### src/rtl/ibex_mult_pext_seq_if.sv
// rtl/ibex_mult_pext_seq_if.sv - request/result bundle between P-ext decode and the 32x32 multiply sequencer
//
// Purpose: groups the request (operands, decoded controls, start/kill) and the
// registered result signals of ibex_mult_pext_seq.
// Ports (signals):
//   start_i, kill_i                      request / abort
//   cycle_count_i[1:0]                   01 product only, 11 product plus accumulate
//   signed_a_i, signed_b_i               operand signedness
//   hi_sel_i, round_i, sub_i             word select, rounding, accumulate by subtraction
//   op_a_i, op_b_i, acc_i [31:0]         operands and rd value
//   ready_o, valid_o                     idle indication, one-cycle result strobe
//   res_o[31:0], prod_o[63:0], ov_o      result, raw product, accumulate overflow
// Modports: master drives the request (decode side), slave is the sequencer.

interface ibex_mult_pext_seq_if;
  logic        start_i;
  logic [1:0]  cycle_count_i;
  logic        signed_a_i;
  logic        signed_b_i;
  logic        hi_sel_i;
  logic        round_i;
  logic        sub_i;
  logic [31:0] op_a_i;
  logic [31:0] op_b_i;
  logic [31:0] acc_i;
  logic        kill_i;
  logic        ready_o;
  logic        valid_o;
  logic [31:0] res_o;
  logic [63:0] prod_o;
  logic        ov_o;

  modport master (
    output start_i, cycle_count_i, signed_a_i, signed_b_i, hi_sel_i, round_i, sub_i,
           op_a_i, op_b_i, acc_i, kill_i,
    input  ready_o, valid_o, res_o, prod_o, ov_o
  );

  modport slave (
    input  start_i, cycle_count_i, signed_a_i, signed_b_i, hi_sel_i, round_i, sub_i,
           op_a_i, op_b_i, acc_i, kill_i,
    output ready_o, valid_o, res_o, prod_o, ov_o
  );
endinterface

### src/rtl/ibex_mult_pext_seq.sv
// rtl/ibex_mult_pext_seq.sv - multi-cycle 32x32 P-ext multiply sequencer with optional accumulate
//
// Purpose: builds a 64-bit product from two 33x17 partial products (low half of
// op_b in the accept cycle, high half in HI), optionally adds/subtracts the
// selected word to/from rd in ACC, and presents a registered result in DONE.
// Ports:
//   clk_i   clock
//   rst_ni  asynchronous active-low reset
//   bus     ibex_mult_pext_seq_if.slave (request in, registered result out)

module ibex_mult_pext_seq (
  input  logic                   clk_i,
  input  logic                   rst_ni,
  ibex_mult_pext_seq_if.slave    bus
);

  typedef enum logic [1:0] {
    IDLE = 2'd0,
    HI   = 2'd1,
    ACC  = 2'd2,
    DONE = 2'd3
  } state_e;

  state_e      state_q, state_d;

  // captured request
  logic [31:0] a_q;
  logic [15:0] b_hi_q;
  logic [31:0] acc_q;
  logic        signed_a_q, signed_b_q, hi_sel_q, round_q, sub_q, accum_q;
  logic [63:0] partial_q;

  // results
  logic [63:0] prod_q;
  logic [31:0] res_q;
  logic        ov_q;

  logic        accept;
  logic        ready, valid;

  // cycle_count bit 0 set marks a supported encoding (01 / 11); bit 1 selects accumulate
  assign accept = (state_q == IDLE) && bus.start_i && bus.cycle_count_i[0];

  // ---------------- LO partial product (accept cycle) ----------------
  // Operands are widened to 50 bits so the multiply is 50x50 -> 50 with no
  // truncation of the true 33x17 signed product.
  logic [32:0]        a_ext_lo;
  logic signed [49:0] a50_lo, b50_lo, pp_lo;

  assign a_ext_lo = {bus.signed_a_i & bus.op_a_i[31], bus.op_a_i};
  assign a50_lo   = {{17{a_ext_lo[32]}}, a_ext_lo};
  assign b50_lo   = {34'd0, bus.op_b_i[15:0]};
  assign pp_lo    = a50_lo * b50_lo;

  // ---------------- HI partial product and full product ----------------
  logic [32:0]        a_ext_hi;
  logic [16:0]        b_ext_hi;
  logic signed [49:0] a50_hi, b50_hi, pp_hi;
  logic [63:0]        pp_hi_64;
  logic [63:0]        prod_d;

  assign a_ext_hi = {signed_a_q & a_q[31], a_q};
  assign b_ext_hi = {signed_b_q & b_hi_q[15], b_hi_q};
  assign a50_hi   = {{17{a_ext_hi[32]}}, a_ext_hi};
  assign b50_hi   = {{33{b_ext_hi[16]}}, b_ext_hi};
  assign pp_hi    = a50_hi * b50_hi;
  assign pp_hi_64 = {{14{pp_hi[49]}}, pp_hi};
  assign prod_d   = partial_q + (pp_hi_64 << 16);

  // Word selection; rounding only affects the high word.
  function automatic logic [31:0] select_word(input logic [63:0] p, input logic hs, input logic rd);
    logic [63:0] r;
    r = p + (rd ? 64'h0000_0000_8000_0000 : 64'h0);
    return hs ? r[63:32] : p[31:0];
  endfunction

  logic [31:0] sel_hi, sel_acc, sum;
  logic        ov_d;

  assign sel_hi  = select_word(prod_d, hi_sel_q, round_q);
  assign sel_acc = select_word(prod_q, hi_sel_q, round_q);
  assign sum     = sub_q ? (acc_q - sel_acc) : (acc_q + sel_acc);

  // Signed overflow: add overflows when operand signs agree and the result
  // sign differs; subtract when operand signs differ and the result sign
  // differs from the minuend. Reported only for high-word (K-op) accumulates.
  assign ov_d = hi_sel_q
              & (sub_q ? (acc_q[31] != sel_acc[31]) : (acc_q[31] == sel_acc[31]))
              & (sum[31] != acc_q[31]);

  // ---------------- FSM: state register ----------------
  always_ff @(posedge clk_i or negedge rst_ni) begin
    if (!rst_ni) begin
      state_q <= IDLE;
    end else begin
      state_q <= state_d;
    end
  end

  // ---------------- FSM: next state ----------------
  always_comb begin
    state_d = state_q;
    case (state_q)
      IDLE:    if (accept) state_d = HI;
      HI:      if (bus.kill_i) state_d = IDLE;
               else            state_d = accum_q ? ACC : DONE;
      ACC:     state_d = bus.kill_i ? IDLE : DONE;
      DONE:    state_d = IDLE;
      default: state_d = IDLE;
    endcase
  end

  // ---------------- FSM: outputs ----------------
  always_comb begin
    ready = 1'b0;
    valid = 1'b0;
    case (state_q)
      IDLE:    ready = 1'b1;
      DONE:    valid = 1'b1;
      default: ;
    endcase
  end

  // ---------------- datapath registers ----------------
  always_ff @(posedge clk_i or negedge rst_ni) begin
    if (!rst_ni) begin
      a_q        <= '0;
      b_hi_q     <= '0;
      acc_q      <= '0;
      signed_a_q <= 1'b0;
      signed_b_q <= 1'b0;
      hi_sel_q   <= 1'b0;
      round_q    <= 1'b0;
      sub_q      <= 1'b0;
      accum_q    <= 1'b0;
      partial_q  <= '0;
      prod_q     <= '0;
      res_q      <= '0;
      ov_q       <= 1'b0;
    end else begin
      if (accept) begin
        a_q        <= bus.op_a_i;
        b_hi_q     <= bus.op_b_i[31:16];
        acc_q      <= bus.acc_i;
        signed_a_q <= bus.signed_a_i;
        signed_b_q <= bus.signed_b_i;
        hi_sel_q   <= bus.hi_sel_i;
        round_q    <= bus.round_i;
        sub_q      <= bus.sub_i;
        accum_q    <= bus.cycle_count_i[1];
        partial_q  <= {{14{pp_lo[49]}}, pp_lo};
      end
      // a killed op leaves the visible result registers untouched
      if (state_q == HI && !bus.kill_i) begin
        prod_q <= prod_d;
        if (!accum_q) begin
          res_q <= sel_hi;
          ov_q  <= 1'b0;
        end
      end
      if (state_q == ACC && !bus.kill_i) begin
        res_q <= sum;
        ov_q  <= ov_d;
      end
    end
  end

  assign bus.ready_o = ready;
  assign bus.valid_o = valid;
  assign bus.res_o   = res_q;
  assign bus.prod_o  = prod_q;
  assign bus.ov_o    = ov_q;

endmodule

### src/flat_wrapper.sv
// flat-port wrapper written by rule: the top's interface ports become plain ports
module ibex_mult_pext_seq_flat 
  (clk_i, rst_ni, bus_start_i, bus_cycle_count_i, bus_signed_a_i, bus_signed_b_i, bus_hi_sel_i, bus_round_i, bus_sub_i, bus_op_a_i, bus_op_b_i, bus_acc_i, bus_kill_i, bus_ready_o, bus_valid_o, bus_res_o, bus_prod_o, bus_ov_o);
  ibex_mult_pext_seq_if bus_i ();
  input  logic clk_i;
  input  logic rst_ni;
  input wire logic [$bits(bus_i.start_i)-1:0] bus_start_i;
  input wire logic [$bits(bus_i.cycle_count_i)-1:0] bus_cycle_count_i;
  input wire logic [$bits(bus_i.signed_a_i)-1:0] bus_signed_a_i;
  input wire logic [$bits(bus_i.signed_b_i)-1:0] bus_signed_b_i;
  input wire logic [$bits(bus_i.hi_sel_i)-1:0] bus_hi_sel_i;
  input wire logic [$bits(bus_i.round_i)-1:0] bus_round_i;
  input wire logic [$bits(bus_i.sub_i)-1:0] bus_sub_i;
  input wire logic [$bits(bus_i.op_a_i)-1:0] bus_op_a_i;
  input wire logic [$bits(bus_i.op_b_i)-1:0] bus_op_b_i;
  input wire logic [$bits(bus_i.acc_i)-1:0] bus_acc_i;
  input wire logic [$bits(bus_i.kill_i)-1:0] bus_kill_i;
  output wire logic [$bits(bus_i.ready_o)-1:0] bus_ready_o;
  output wire logic [$bits(bus_i.valid_o)-1:0] bus_valid_o;
  output wire logic [$bits(bus_i.res_o)-1:0] bus_res_o;
  output wire logic [$bits(bus_i.prod_o)-1:0] bus_prod_o;
  output wire logic [$bits(bus_i.ov_o)-1:0] bus_ov_o;
  assign bus_i.start_i = bus_start_i;
  assign bus_i.cycle_count_i = bus_cycle_count_i;
  assign bus_i.signed_a_i = bus_signed_a_i;
  assign bus_i.signed_b_i = bus_signed_b_i;
  assign bus_i.hi_sel_i = bus_hi_sel_i;
  assign bus_i.round_i = bus_round_i;
  assign bus_i.sub_i = bus_sub_i;
  assign bus_i.op_a_i = bus_op_a_i;
  assign bus_i.op_b_i = bus_op_b_i;
  assign bus_i.acc_i = bus_acc_i;
  assign bus_i.kill_i = bus_kill_i;
  assign bus_ready_o = bus_i.ready_o;
  assign bus_valid_o = bus_i.valid_o;
  assign bus_res_o = bus_i.res_o;
  assign bus_prod_o = bus_i.prod_o;
  assign bus_ov_o = bus_i.ov_o;
  ibex_mult_pext_seq u_core (.clk_i(clk_i), .rst_ni(rst_ni), .bus(bus_i));
endmodule
### config.mk
export PLATFORM = sky130hd
export DESIGN_NAME = ibex_mult_pext_seq_flat
export DESIGN_NICKNAME = d
export VERILOG_FILES = /design/src/rtl/ibex_mult_pext_seq_if.sv /design/src/rtl/ibex_mult_pext_seq.sv /design/src/flat_wrapper.sv
export SDC_FILE = /design/constraint.sdc
export NUM_CORES = 2
export LEC_CHECK = 0
export ABC_CLOCK_PERIOD_IN_PS = 23400
export CAP_MARGIN = 20
export CORE_MARGIN = 3
export CORE_UTILIZATION = 50
export CTS_CLUSTER_DIAMETER = 30
export DETAILED_ROUTE_END_ITERATION = 7
export PLACE_DENSITY = 0.67
export SLEW_MARGIN = 0
export SYNTH_ARGS = -nofsm -noshare
export SYNTH_HDL_FRONTEND = slang
export SYNTH_SLANG_ARGS = --single-unit
### constraint.sdc
create_clock -name clk_i -period 23.4 [get_ports clk_i]
set_input_delay 2.34 -clock clk_i [delete_from_list [all_inputs] [get_ports clk_i]]
set_output_delay 2.34 -clock clk_i [all_outputs]
set_load 0.03 [all_outputs]
==> impl_metrics.tcl <==
set metrics [dict create \
    run_status "finished clean" \
    dpl.hpwl_um 121600 \
    core_area_um2 104200 \
    antenna_found_initial 1 \
    cts_buffers 54 \
    async_reset_ff_share_pct 100.0 \
    grt_usage_pct 28.31 \
    die_area_um2 109800 \
    ys_ff_latch 235 \
    finalSetupViolations 0 \
    ys_types 93 \
    die-width_um 331.3 \
    vias 42074 \
    clk_path_buf_depth 3 \
    syn_area_um2 52920 \
    first_pass_iters 6 \
    hold_path_class "reg2reg" \
    drive_gt1_share_pct 4.490 \
    routed_wl_um 154500 \
    routabilityCongestion 0.9296 \
    critPathMaxFanout 34 \
    die_h_um 331.3 \
    critPathSlowestCell "dfrtp_2" \
    syn2layout_area_growth_pct 9.850 \
    post-route-period-util_pct 43.94 \
    fmax_mhz 97.25 \
    postCtsSetupBuffers 0 \
    cp.arrival_ns 10.78 \
    cts_tree "done" \
    cts_root_buffer "clkbuf_16" \
    syn_area_per_cell_um2 8.668 \
    layout_common_cells "inv_1, nand2_1, fa_1, and2_1, ha_1" \
    drt-initial-drc-count 2947 \
    synth.mux.area_fraction_pct 1.104 \
    period_needed_ns 10.28 \
    critPathMaxStageDelay_ns 0.89 \
    rsz0062_at_grt "no" \
    synth_top_family_by_area "adder cells" \
    htreeDepth 2 \
    crit_top_cell "fa_1" \
    grt_pass1_wl_um 247800 \
    synth_simple_gate_area_share_pct 17.89 \
    grt_max_degree 99 \
    syn-num-nets 7554 \
    ant_nets 0 \
    drc 0 \
    final_common_cell "inv_1" \
    ys_warn_count 0 \
    start_kind "register" \
    num-nets-final 7594 \
    drv_slew 0 \
    fin_util_pct 55.77 \
    synth_area_leaders "fa_1, dfrtp_1, inv_1" \
    start_util_pct 50.77 \
    overflow 0 \
    report.final.hold_viol_count 0 \
    worstSkewPairLatency_ns 0.63 \
    slew_headroom_pct 25.13 \
    synth_compound_area_share_pct 9.122 \
    yosysTopAreaCellShare_pct 38.85 \
    cts_resized 0 \
    row_count 118 \
    pin_count 206 \
    synth_area_leader_cell "fa_1" \
    synth_ff_type "dfrtp_1" \
    hold_buffers 0 \
    crit_required_ns 23.90 \
    cts.clk_slew.worst_paths_ns 0.05 \
    antenna_cells 0 \
    cap_viol_max_count 0 \
    viasPerCell 5.557 \
    skew_ns 0.04783 \
    synthCells 6105 \
    path_class "reg2reg" \
    critPathCaptureType "register" \
    routedWlPerCell_um 20.41 \
    cts_num_sinks 235 \
    io_buffer_count 205 \
    yosysSeqAreaShare_pct 11.11 \
    setup_tns_ns 0 \
    synth_xor_area_share_pct 4.069 \
    synth_edf_count 0 \
    synth-adder-area-share_pct 46.30 \
    worstMarginPinSlew_ns 1.109 \
    grt_pass1_vias 44569 \
    holdWs_ns 0.4736 \
]
==> state kept, by name (all words and copies together) (netlist names), 2 cells and up <==
signal,count
u_core.acc_q,32
u_core.bus.prod_o,64
u_core.a_q,32
u_core.b_hi_q,16
u_core.partial_q,50
u_core.state_q,2
u_core.bus.res_o,32
==> cells by family after synthesis <==
group	after synthesis
and+or+nand+nor	2027
AOI/OAI and AO/OA	743
buffers and inverters	1460
adders and majority gates	1342
DFF	235
xor gates and xnor gates	245
muxes	53
==> layout make-up <==
| type | count | area, um^2 |
|---|---|---|
| fillers | 9582 | 46110 |
| clock buffers | 64 | 1439 |
| repair buffers | 277 | 2577 |
| inverters | 1167 | 4380 |
| clock inverters | 38 | 561.8 |
| flip-flops and latches | 235 | 5892 |
| multi-input cells | 4410 | 41550 |
| well taps | 1380 | 1727 |
==> worst paths after layout <==
| kind | start | end | slack (ns) | cells past startpoint |
|---|---|---|---|---|
| worst min-delay path | u_core.a_q[2] | u_core.a_q[2] | 0.47 | 2 |
| worst max register to register | u_core.b_hi_q[2] | u_core.bus.res_o[30] | 13.12 | 34 |
| worst min register to register | u_core.a_q[2] | u_core.a_q[2] | 0.47 | 2 |
| max in group asynchronous | rst_ni | u_core.b_hi_q[7] | 19.85 | 3 |
| worst max-delay path | u_core.b_hi_q[2] | u_core.bus.res_o[30] | 13.12 | 34 |
| min in group asynchronous | rst_ni | u_core.partial_q[4] | 1.67 | 1 |
==> synthesized netlist by cell type (all sizes together) (5+ instances only) <==
cell type / count
xor2: 87
nand2: 1132
nor2b: 19
and4: 11
or3: 24
o21a: 10
a221o: 6
a211oi: 42
a222oi: 5
a2111oi: 9
o2111ai: 6
nor2: 156
a31oi: 35
dfrtp: 235
nor3b: 5
o211ai: 14
and3: 43
mux2i: 10
nor4: 18
clkbuf: 275
a211o: 10
or4: 10
o21ai: 179
a21oi: 201
ha: 315
o21bai: 31
o221ai: 6
buf: 18
or2: 25
nand2b: 21
nand3: 69
and2: 408
fa: 1027
o31ai: 19
xnor2: 158
a31o: 7
nand4: 33
inv: 1167
o311ai: 5
a311oi: 9
mux2: 43
a21o: 105
nor3: 45
==> per-layer routing <==
metal	share of wire, %	track usage (%)
met1	42	38.58
met2	47	46.56
met3	7.4	4.233
met4	3.4	9.402
met5	0	0
==> metrics by stage <==
stage	cell area (um^2)	cells	setup slack, ns
2_1_floorplan	52920	6105	14.57
5_1_grt	58130	7571	12.40
6_report	58130	7571	13.12
4_1_cts	58130	7570	13.19
3_3_place_gp	56110	7467	13.21
3_5_place_dp	56130	7468	13.10
==> critical path: cells and delay by family, from the launching register on <==
family | cells | cell delay, ns
AOI/OAI and AO/OA | 13 | 3.14
DFF | 1 | 0.89
xor gates and xnor gates | 2 | 0.26
adders and majority gates | 8 | 3.86
and+or+nand+nor | 8 | 1.85
buffers and inverters | 3 | 0.17
Power is not shown: default switching activity piles up to over one toggle a cycle in this logic, so the estimate is an artifact.
